File: config.mk
export PLATFORM = sky130hd
export DESIGN_NAME = lane_hit_judge
export DESIGN_NICKNAME = d
export VERILOG_FILES = /design/src/rtl/lane_hit_judge.sv
export SDC_FILE = /design/constraint.sdc
export NUM_CORES = 1
export LEC_CHECK = 0
export BUFFER_PORTS_ARGS = -buffer_cell sky130_fd_sc_hd__buf_2
export CORE_UTILIZATION = 58
export DETAILED_ROUTE_END_ITERATION = 10
export GPL_TIMING_DRIVEN = 0
export PLACE_DENSITY_LB_ADDON = 0.3
export SLEW_MARGIN = 30
export SYNTH_ARGS = -nofsm -noshare
export SYNTH_HDL_FRONTEND = slang
export SYNTH_SLANG_ARGS = --single-unit
File: constraint.sdc
create_clock -name clock -period 13.4 [get_ports clock]
set_input_delay 2.68 -clock clock [delete_from_list [all_inputs] [get_ports clock]]
set_output_delay 2.68 -clock clock [all_outputs]
set_load 0.005 [all_outputs]
File: src/rtl/lane_hit_judge.sv
// Per-lane key-press judge against a falling note window; grades each note and
// keeps a running combo and a combo-weighted score.
module lane_hit_judge #(
  parameter int LANES       = 5,
  parameter int Y_W         = 10,
  parameter int BAR_Y       = 400,
  parameter int BAR_H       = 20,
  parameter int NOTE_H      = 16,
  parameter int PERFECT_TOL = 4,
  parameter int PTS_GOOD    = 50,
  parameter int PTS_PERFECT = 100,
  parameter bit GHOST_BREAK = 1'b1,
  parameter int SCORE_W     = 24,
  parameter int COMBO_W     = 10
) (
  input  logic                 clock,
  input  logic                 reset,
  input  logic [LANES-1:0]     note_valid,
  input  logic [LANES*Y_W-1:0] note_y,
  input  logic [LANES-1:0]     key,
  output logic [LANES-1:0]     hit,
  output logic [LANES-1:0]     perfect,
  output logic [LANES-1:0]     miss,
  output logic [LANES-1:0]     ghost,
  output logic [COMBO_W-1:0]   combo,
  output logic [SCORE_W-1:0]   score
);

  // Window maths is one bit wider than note_y so note_y+NOTE_H never wraps;
  // centre maths works on doubled rows to keep odd heights exact.
  localparam int XW    = Y_W + 1;
  localparam int CW    = Y_W + 2;
  localparam int CNT_W = $clog2(LANES + 1);
  localparam int PTS_W = 16;
  localparam int ADD_W = PTS_W + 3;

  localparam logic [XW-1:0] BAR_TOP  = XW'(BAR_Y);
  localparam logic [XW-1:0] BAR_END  = XW'(BAR_Y + BAR_H);
  localparam logic [XW-1:0] NOTE_HX  = XW'(NOTE_H);
  localparam logic [CW-1:0] BAR_CTR2 = CW'(2 * BAR_Y + BAR_H);
  localparam logic [CW-1:0] NOTE_HC  = CW'(NOTE_H);
  localparam logic [CW-1:0] TOL2     = CW'(2 * PERFECT_TOL);

  typedef enum logic [1:0] {
    ST_IDLE  = 2'd0,
    ST_ARMED = 2'd1,
    ST_DONE  = 2'd2
  } lane_state_t;

  logic [LANES-1:0] key_q;
  logic [LANES-1:0] edges;
  logic [LANES-1:0] hit_next;
  logic [LANES-1:0] perfect_next;
  logic [LANES-1:0] miss_next;
  logic [LANES-1:0] ghost_next;

  assign edges = key & ~key_q;

  always_ff @(posedge clock) begin
    if (reset) begin
      key_q <= '0;
    end else begin
      key_q <= key;
    end
  end

  genvar gi;
  generate
    for (gi = 0; gi < LANES; gi++) begin : g_lane
      logic [Y_W-1:0] y;
      logic [XW-1:0]  y_x;
      logic [CW-1:0]  ctr2;
      logic [CW-1:0]  dist2;
      logic           ovl;
      logic           passed;
      logic           centred;
      logic           armed;
      logic           hittable;
      logic           lane_hit;
      logic           lane_miss;
      lane_state_t    state_reg;
      logic           hit_reg;
      logic           perfect_reg;
      logic           miss_reg;
      logic           ghost_reg;

      assign y        = note_y[gi*Y_W +: Y_W];
      assign y_x      = {1'b0, y};
      assign ovl      = (BAR_END > y_x) && (BAR_TOP < (y_x + NOTE_HX));
      assign passed   = (y_x >= BAR_END);
      assign ctr2     = {1'b0, y, 1'b0} + NOTE_HC;
      assign dist2    = (ctr2 >= BAR_CTR2) ? (ctr2 - BAR_CTR2) : (BAR_CTR2 - ctr2);
      assign centred  = (dist2 <= TOL2);

      // A note that has gone invalid is no longer judgeable, even if still ARMED.
      assign armed    = (state_reg == ST_ARMED) && note_valid[gi];
      assign hittable = armed && ovl;
      assign lane_hit  = edges[gi] && hittable;
      assign lane_miss = armed && passed && !lane_hit;

      assign hit_next[gi]     = lane_hit;
      assign perfect_next[gi] = lane_hit && centred;
      assign miss_next[gi]    = lane_miss;
      assign ghost_next[gi]   = edges[gi] && !hittable;

      always_ff @(posedge clock) begin
        if (reset) begin
          state_reg   <= ST_IDLE;
          hit_reg     <= 1'b0;
          perfect_reg <= 1'b0;
          miss_reg    <= 1'b0;
          ghost_reg   <= 1'b0;
        end else begin
          hit_reg     <= lane_hit;
          perfect_reg <= lane_hit && centred;
          miss_reg    <= lane_miss;
          ghost_reg   <= edges[gi] && !hittable;
          case (state_reg)
            ST_IDLE: begin
              if (note_valid[gi]) state_reg <= ST_ARMED;
            end
            ST_ARMED: begin
              if (!note_valid[gi]) begin
                state_reg <= ST_IDLE;
              end else if (lane_hit || lane_miss) begin
                state_reg <= ST_DONE;
              end
            end
            ST_DONE: begin
              if (!note_valid[gi]) state_reg <= ST_IDLE;
            end
            default: state_reg <= ST_IDLE;
          endcase
        end
      end

      assign hit[gi]     = hit_reg;
      assign perfect[gi] = perfect_reg;
      assign miss[gi]    = miss_reg;
      assign ghost[gi]   = ghost_reg;
    end
  endgenerate

  logic [CNT_W-1:0]   hit_cnt;
  logic [PTS_W-1:0]   pts_sum;
  logic [2:0]         mult;
  logic [ADD_W-1:0]   add_val;
  logic [SCORE_W:0]   score_sum;
  logic [COMBO_W:0]   combo_sum;
  logic               combo_break;
  logic [COMBO_W-1:0] combo_reg;
  logic [SCORE_W-1:0] score_reg;

  always_comb begin
    hit_cnt = '0;
    pts_sum = '0;
    for (int i = 0; i < LANES; i++) begin
      if (hit_next[i]) begin
        hit_cnt = hit_cnt + CNT_W'(1);
        pts_sum = pts_sum + (perfect_next[i] ? PTS_W'(PTS_PERFECT) : PTS_W'(PTS_GOOD));
      end
    end
    // Multiplier follows the combo held before this cycle's hits are added.
    if (combo_reg < COMBO_W'(10)) begin
      mult = 3'd1;
    end else if (combo_reg < COMBO_W'(20)) begin
      mult = 3'd2;
    end else if (combo_reg < COMBO_W'(30)) begin
      mult = 3'd3;
    end else begin
      mult = 3'd4;
    end
    add_val     = ADD_W'(mult) * ADD_W'(pts_sum);
    score_sum   = {1'b0, score_reg} + (SCORE_W+1)'(add_val);
    combo_sum   = {1'b0, combo_reg} + (COMBO_W+1)'(hit_cnt);
    combo_break = (|miss_next) || (GHOST_BREAK && (|ghost_next));
  end

  always_ff @(posedge clock) begin
    if (reset) begin
      combo_reg <= '0;
      score_reg <= '0;
    end else begin
      score_reg <= score_sum[SCORE_W] ? '1 : score_sum[SCORE_W-1:0];
      if (combo_break) begin
        combo_reg <= '0;
      end else begin
        combo_reg <= combo_sum[COMBO_W] ? '1 : combo_sum[COMBO_W-1:0];
      end
    end
  end

  assign combo = combo_reg;
  assign score = score_reg;

endmodule
# Yosys cells after proc, flatten, opt, wreduce, memory -nomap -nowiden

Index checks and enable logic that the tools add are counted.

Register bits: 69
Word-level logic and storage cells: 233
Input bits: 62

Magnitude comparators: 28
Reductions and logical operators: 69
Eq/ne operators: 25
Bitwise gates (word level): 2
$add $sub $neg: 30
Muxes and demuxes: 50
Multiply operators: 1

Operator list:

| cell                     | count |
|---|---|
| $add A16 B7 Y16          | 4 |
| $mux W16                 | 4 |
| $add A11 B5 Y12 const B  | 5 |
| $ge A12 B10 Y1 const B   | 5 |
| $le A12 B4 Y1 const B    | 5 |
| $mux W12                 | 5 |
| $sub A10 B12 Y12 const A | 5 |
| $sub A12 B10 Y12 const B | 5 |
| $add A10 B5 Y11 const B  | 5 |
| $lt A9 B11 Y1 const A    | 5 |
| $ge A10 B9 Y1 const B    | 5 |
| $gt A9 B10 Y1 const A    | 5 |
| $mux W7                  | 6 |
| $logic_and A1 B1 Y1      | 40 |
| $mux W2                  | 20 |
| $pmux W2 S3              | 5 |
| $add A24 B19 Y25         | 1 |
| $mux W24                 | 1 |
| $mux W3                  | 7 |
| $lt A10 B5 Y1 const B    | 2 |
| $ne A2 B2 Y1 const B     | 10 |
| $mul A3 B16 Y19          | 1 |
| $ne A3 B2 Y1 const B     | 5 |
| $reduce_and A3 Y1        | 5 |
| 14 further kinds         | 44 |

# Longest topological paths before layout

Gate-level depths: netlist of the first run.

Depth after elaboration: 19
Mapped depth: 50
Depth with buffers taken out: 49

# Least setup slack after synthesis of the first run

No wires, ideal clock.

Kind: input to register
Start: in note_y[3]
End: reg score_reg[19], in the netlist score[19]
Data arrival time: 12.016 ns
Stages: 45
Setup time: 0.074 ns
Buffers on the path: 3
Data required time: 13.326 ns
Slack: 1.310 ns
Cell sequence: buf_2 -> inv_1 -> ha_1 -> clkbuf_1 -> a21bo_2 -> a211oi_2 -> nor3_1 -> or3_1 -> a2111oi_2 -> nand4b_1 -> and2_1 -> ha_1 -> inv_1 -> fa_1 -> mux2_4 -> fa_1 -> mux2_4 -> inv_1 -> (+9 left out) -> o21ai_0 -> o221ai_1 -> a222oi_1 -> nor2_1 -> fa_1 -> inv_1 -> fa_1 -> inv_1 -> ha_1 -> inv_1 -> o21bai_1 -> a21oi_1 -> o21bai_1 -> nand2_1 -> a21oi_1 -> nand4_1 -> clkbuf_1 -> a31oi_1

Word-level cells in the longest chain between the ends: 19
Elaborated cells between the ends (all ways): 26

RTL lines:

| item                                                    | line | source |
|---|---|---|
| start: declaration                                      | 19   | `input logic [LANES*Y_W-1:0] note_y,` |
| branches (longest 7 deep; another with $add A11 B5 Y12) | -    |  |
| $mux W7 *                                               | 158  | `if (hit_next[i]) begin` |
| $add A16 B7 Y16                                         | 160  | `pts_sum = pts_sum + (perfect_next[i] ? PTS_W'(PTS_PERFECT) : PTS_W'(PTS_GOOD));` |
| $mux W16 *                                              | 158  |  |
| $add A16 B7 Y16                                         | 160  |  |
| $mux W16 *                                              | 158  |  |
| $add A16 B7 Y16                                         | 160  |  |
| $mux W16 *                                              | 158  |  |
| $add A16 B7 Y16                                         | 160  |  |
| $mux W16 *                                              | 158  |  |
| $mul A3 B16 Y19 *                                       | 173  | `add_val = ADD_W'(mult) * ADD_W'(pts_sum);` |
| $add A24 B19 Y25 *                                      | 174  | `score_sum = {1'b0, score_reg} + (SCORE_W+1)'(add_val);` |
| $mux W24 *                                              | 184  | `score_reg <= score_sum[SCORE_W] ? '1 : score_sum[SCORE_W-1:0];` |
| end signal: assignment                                  | 184  |  |
| end: declaration                                        | 152  | `logic [SCORE_W-1:0] score_reg;` |

Mark *: on every way between the ends.
A chain may end at the register's enable or synchronous reset.

# Final worst setup path of the first run

Start: in note_y[3]
End: reg score_reg[10], in the netlist score[10]

The elaborated chain is that of the path after synthesis.

==> results.tsv, run 1 <==
metric	value	unit
Max Fanout on Critical Path	10	
register area share after synthesis	0.161	
number of synthesized flops with an enable pin	0	
drt initial violations	468	
Synth Instances	1133	
core area	0.0145	mm2
CP Capture Type	register	
type of origin of the critical path	primary input	
vias in the first global route	7648	
die height	124	um
Final Wtd Congestion	0.901	
CTS root buf	clkbuf_16	
synthesized area per cell	7.58	um2
fin area	0.00975	mm2
max FFs per register	24	
Max-slew headroom	0.424	
Top cell by count, worst path	inv_1	
nets@finish	1415	
Clock transition at path regs	0.05	ns
DP Wirelength	15700	um
Final Skew	0.00778	ns
Port Buffers	105	
DRC viols	0	
starting density of the core	0.593	
Longest Clk Path Bufs	2	
critical path type	primary input to register	
grt ovf	0	
share of layout cells above drive strength 1	0.163	
initial antenna violation count	0	
DRT Wirelength	20300	um
Netlist Area Pre-Place	0.00859	mm2
Synth async-reset ratio	0	
Diodes inserted	0	
1st-pass router iterations	5	
fin. max-slew vios	0	
Ports	116	
total of max-cap violations	0	
largest net degree at the start of global routing	12	
first-pass GRT wire length	33600	um
ANT nets after route	0	
Rows	44	
Crit path largest cell delay	0.49	ns
Via Count	8312	
Tot Pwr	0.657	mW
CTS tree	yes	
Cell Pwr Density	67.4	mW/mm2
Area growth syn-to-layout	13.5	%
CP required	13.65	ns
Die Wd	124	um
GRT Total Usage	0.269	
count of cell types in the netlist	85	
yosys warns	0	
FF+latch count, synth	69	
endpoints failing setup	0	
Peak VDD IR	59.8	uV
Arr. time, crit path	12.94	ns
slowest cell on the critical path	fa_1	
DIE AREA	0.0153	mm2
Post-Place Cell Area	0.00935	mm2
Static Leak	4.36	nW
drt via density	5.77	
period utilization	0.947	
final hold vios	0	
Worst Hold Class	register to register	
Tmin final	12.68	ns
clk_lat worst skew	0.33	ns
worst slew pin tran	0.856	ns
Hold-fix buffers, CTS	0	
WL per Instance	14.1	um
clk sinks	69	
Fmax	78.8	MHz
Top FF cell, synth	dfxtp_1	
status	finished, final reports clean	
setup TNS	0	ns
CTS Buf Count	9	
CTS HTree Levels	3	
## cell usage after synthesis (all sizes together) (7+ instances only)
| cell type | n | area [um2] |
|---|---|---|
| a211oi | 7 | 62.6 |
| xnor2 | 56 | 490 |
| xor2 | 31 | 272 |
| a2111oi | 7 | 86.3 |
| ha | 77 | 963 |
| nor3 | 24 | 120 |
| nor4 | 10 | 68.8 |
| nand3b | 7 | 52.6 |
| nor2b | 33 | 206 |
| and2 | 10 | 62.6 |
| fa | 24 | 480 |
| o21bai | 8 | 60.1 |
| o21a | 9 | 67.6 |
| nand4 | 20 | 131 |
| or3 | 9 | 56.3 |
| buf | 33 | 234 |
| a31oi | 16 | 100 |
| a21oi | 87 | 443 |
| a221oi | 8 | 70.1 |
| a21o | 7 | 52.6 |
| or2 | 11 | 68.8 |
| and3b | 8 | 70.1 |
| dfxtp | 69 | 1380 |
| o21ai | 63 | 323 |
| mux2i | 10 | 113 |
| nor2 | 83 | 312 |
| a21boi | 8 | 63.8 |
| nor3b | 9 | 67.6 |
| clkbuf | 35 | 131 |
| o211ai | 12 | 90.1 |
| o31ai | 10 | 75.1 |
| nand2b | 27 | 169 |
| mux2 | 11 | 131 |
| nand2 | 82 | 308 |
| nand3 | 29 | 145 |
| inv | 103 | 387 |
| and3 | 10 | 62.6 |
## per-layer routing
metal / track usage / routed length [um] / up-vias
li1: - / - / 4213
met1: 0.339 / 9170 / 3873
met2: 0.468 / 9900 / 193
met3: 0.0403 / 803 / 33
met4: 0.0889 / 448 / 0
met5: 0 / 0 / -
## final timing paths
kind / endpoint / slack, ns / start / depth (start not counted)
min reg2reg: g_lane[4].state_reg[0] / 0.44 / g_lane[4].state_reg[1] / 1
min: g_lane[4].state_reg[0] / 0.44 / g_lane[4].state_reg[1] / 1
max: score[10] / 0.72 / note_y[3] / 46
max reg2reg: score[10] / 3.75 / g_lane[1].state_reg[1] / 43
## final cells by class
class,instances,area (um2)
Multi-Input combinational cell,893,6510
Fill cell,1264,4730
Sequential cell,69,1380
Timing Repair Buffer,108,548
Inverter,104,392
Buffer,67,363
Clock buffer,13,260
Tap cell,184,230
Clock inverter,3,67.6
## repair_timing
| action | 4_1_cts | 5_1_grt |
|---|---|---|
| buffers inserted | 0 | 3 |
| endpoints found under the setup margin | 0 | 24 |
| resized for setup | 0 | 10 |
## cells by family (layout without fill, tap and decap cells)
kind of cell / after synthesis / count (layout) / share of synthesized area
other cells: 2 / 3 / 0.000874
simple gates: 387 / 387 / 0.237
compound gates: 294 / 294 / 0.228
flops: 69 / 69 / 0.161
xor+xnor: 87 / 87 / 0.0887
fa+ha+maj: 101 / 101 / 0.168
mux: 21 / 21 / 0.0284
buf+inv: 172 / 295 / 0.0881
## worst max-delay path, delay by kind of cell
kind	cells	cell delay, ns
AOI/OAI and AO/OA	14	3.36
adders and majority gates	9	3.18
and+or+nand+nor	10	1.59
buffers and inverters	10	1.21
muxes	3	0.91
## stage by stage
step	setup WS [ns]	instances	util	hold WS [ns]
after floorplan	1.31	1134	-	0.408
after global placement	-0.413	1423	0.646	0.416
after detailed placement	-0.187	1423	0.646	0.426
after CTS	0.106	1439	0.668	0.433
after global routing	-0.0409	1441	0.673	0.460
final	0.716	1441	0.673	0.435
## cells in the final DEF (no fill, tap or decap), types with 10 or more instances in the layout
cell,n
xor2_1,30
buf_4,28
fa_1,24
and3_1,10
nand4_1,19
a31oi_1,16
nand2_1,82
nor3_1,23
nand2b_1,27
clkbuf_1,34
nand3_1,29
inv_1,102
o21ai_0,58
xnor2_1,56
or2_2,10
buf_2,112
ha_1,77
o31ai_1,10
dfxtp_1,69
a21oi_1,84
nor2b_1,33
nor2_1,83
o211ai_1,12
## power by group
group / leakage, nW / internal (mW) / switching, mW
Combinational: 3.65 / 0.0751 / 0.107
Sequential: 0.561 / 0.212 / 0.00366
Clock: 0.156 / 0.173 / 0.0867
Total: 4.36 / 0.460 / 0.197
Note: power is estimated with default switching activity, not from simulation.
==> inputs of run 2 (changes only) <==
- GPL_TIMING_DRIVEN: 0 -> unset
- REMOVE_ABC_BUFFERS: unset -> 1
==> results.tsv, run 2 (same netlist as run 1, synthesis figures left out) <==
metric	value	unit	change
drt via density	5.79		+0.44%
Area growth syn-to-layout	10.4	%	
DP Worst Slack	0.380	ns	+0.566 ns
nets@finish	1361		-3.8%
Ports	116		unchanged
Peak VDD IR	55.1	uV	-7.8%
reg2reg start	g_lane[1].state_reg[1]		
Worst Hold Class	register to register		
Final Skew	0.00510	ns	-0.00268 ns
Max Fanout on Critical Path	17		+7
Crit path largest cell delay	0.53	ns	+0.04 ns
largest net degree at the start of global routing	58		+46
fin util	0.655		-0.0184
Final Wtd Congestion	0.931		+3.4%
Die Wd	124	um	unchanged
core area	0.0145	mm2	unchanged
worst hold slack	0.439	ns	+0.00396 ns
post-CTS sizing	0		unchanged
commonest non-fill, non-tap cell in the layout	buf_2		
clk sinks	69		unchanged
die height	124	um	unchanged
fin. max-slew vios	0		unchanged
Hold Startpoint	g_lane[4].state_reg[1]		
worst setup margin	0.723	ns	+0.00629 ns
WL per Instance	14.1	um	+0.28%
ANT nets after route	0		unchanged
1st-pass router iterations	5		unchanged
total of max-cap violations	0		unchanged
first-pass GRT wire length	32900	um	-2.2%
Fmax	78.9	MHz	about the same
DP Wirelength	15200	um	-3.2%
CP startpoint	note_y[13]		
Cell Pwr Density	70.6	mW/mm2	+4.8%
status	finished, final reports clean		
grt ovf	0		unchanged
DRT Wirelength	19600	um	-3.5%
Diodes inserted	0		unchanged
Clock transition at path regs	0.06	ns	about the same
GRT Total Usage	0.262		-0.00769
DRC viols	0		unchanged
CTS root buf	clkbuf_16		
worst slew pin tran	0.878	ns	+0.0220 ns
Via Count	8036		-3.3%
most frequent cells in the layout	115 x buf_2, 102 x inv_1, 85 x a21oi_1		
slowest cell on the critical path	a222oi_1		
share of layout cells above drive strength 1	0.158		-0.00515
drt initial violations	486		+3.8%
DIE AREA	0.0153	mm2	unchanged
Port Buffers	115		+9.5%
Hold-fix buffers, CTS	0		unchanged
Arr. time, crit path	12.94	ns	about the same
final hold vios	0		unchanged
Tmin final	12.68	ns	-0.00629 ns
Static Leak	4.23	nW	-3.0%
max FFs per register	24		unchanged
period utilization	0.946		about the same
endpoints failing setup	0		unchanged
starting density of the core	0.593		unchanged
CTS Buf Count	9		unchanged
Post-CTS Setup Inserts	0		unchanged
CP Capture Type	register		
vias in the first global route	7345		-4.0%
critical path type	primary input to register		
Longest Clk Path Bufs	2		unchanged
Rows	44		unchanged
CP required	13.66	ns	about the same
initial antenna violation count	0		unchanged
clk_lat worst skew	0.34	ns	about the same
CTS HTree Levels	3		unchanged
Max-slew headroom	0.409		-0.0148
type of origin of the critical path	primary input		
CTS tree	yes		
==> run 2: cell types whose count changed in the layout (fill, tap and decap cells not counted), sizes merged <==
cell and delta:
clkbuf -37, bufinv +1, clkinvlp +1, clkinv +1, inv +1, buf -21
==> run 2: power breakdown <==
group          switching (mW)  total (mW)  internal [mW]
registers             0.00408       0.216          0.212
clock network          0.0960       0.279          0.183
logic                   0.103       0.175         0.0724
==> run 2: stage by stage <==
| stage | cell area, um2 | power [mW] | std cells | setup TNS [ns] |
|---|---|---|---|---|
| floorplan | 8230 | 0.338 | 1066 | 0 |
| global placement | 9080 | 0.388 | 1371 | 0 |
| detailed placement | 9080 | 0.390 | 1371 | 0 |
| CTS | 9430 | 0.671 | 1387 | 0 |
| global route | 9480 | 0.707 | 1387 | -0.00149 |
| finish | 9480 | 0.670 | 1387 | 0 |
==> run 2: path summary, 6_finish.rpt <==
kind / to / slack [ns] / cells past startpoint
max: score[3] / 0.72 / 47
min: g_lane[4].state_reg[0] / 0.44 / 1
max reg2reg: score[3] / 3.90 / 45
min reg2reg: g_lane[4].state_reg[0] / 0.44 / 1
==> run 2: cell type report <==
type | count | area [um2]
repair buffers | 121 | 621
inverters | 104 | 392
clock inverters | 7 | 123
clock buffers | 9 | 225
well taps | 184 | 230
fillers | 1308 | 4990
multi-input cells | 893 | 6510
flip-flops and latches | 69 | 1380
==> run 2: routing by layer <==
layer,track usage,up-vias,share of wire
met5,0,-,0
met4,0.0745,0,0.014
met3,0.0293,25,0.039
met2,0.428,174,0.46
met1,0.361,3729,0.48
li1,-,4108,-
==> run 2: worst max-delay path, delay by kind of cell <==
kind            cells  cell delay [ns]
compound gates     17             3.91
xor+xnor            3             0.48
fa+ha+maj           9             3.15
buf+inv             9             1.10
mux                 1             0.30
simple gates        8             1.28
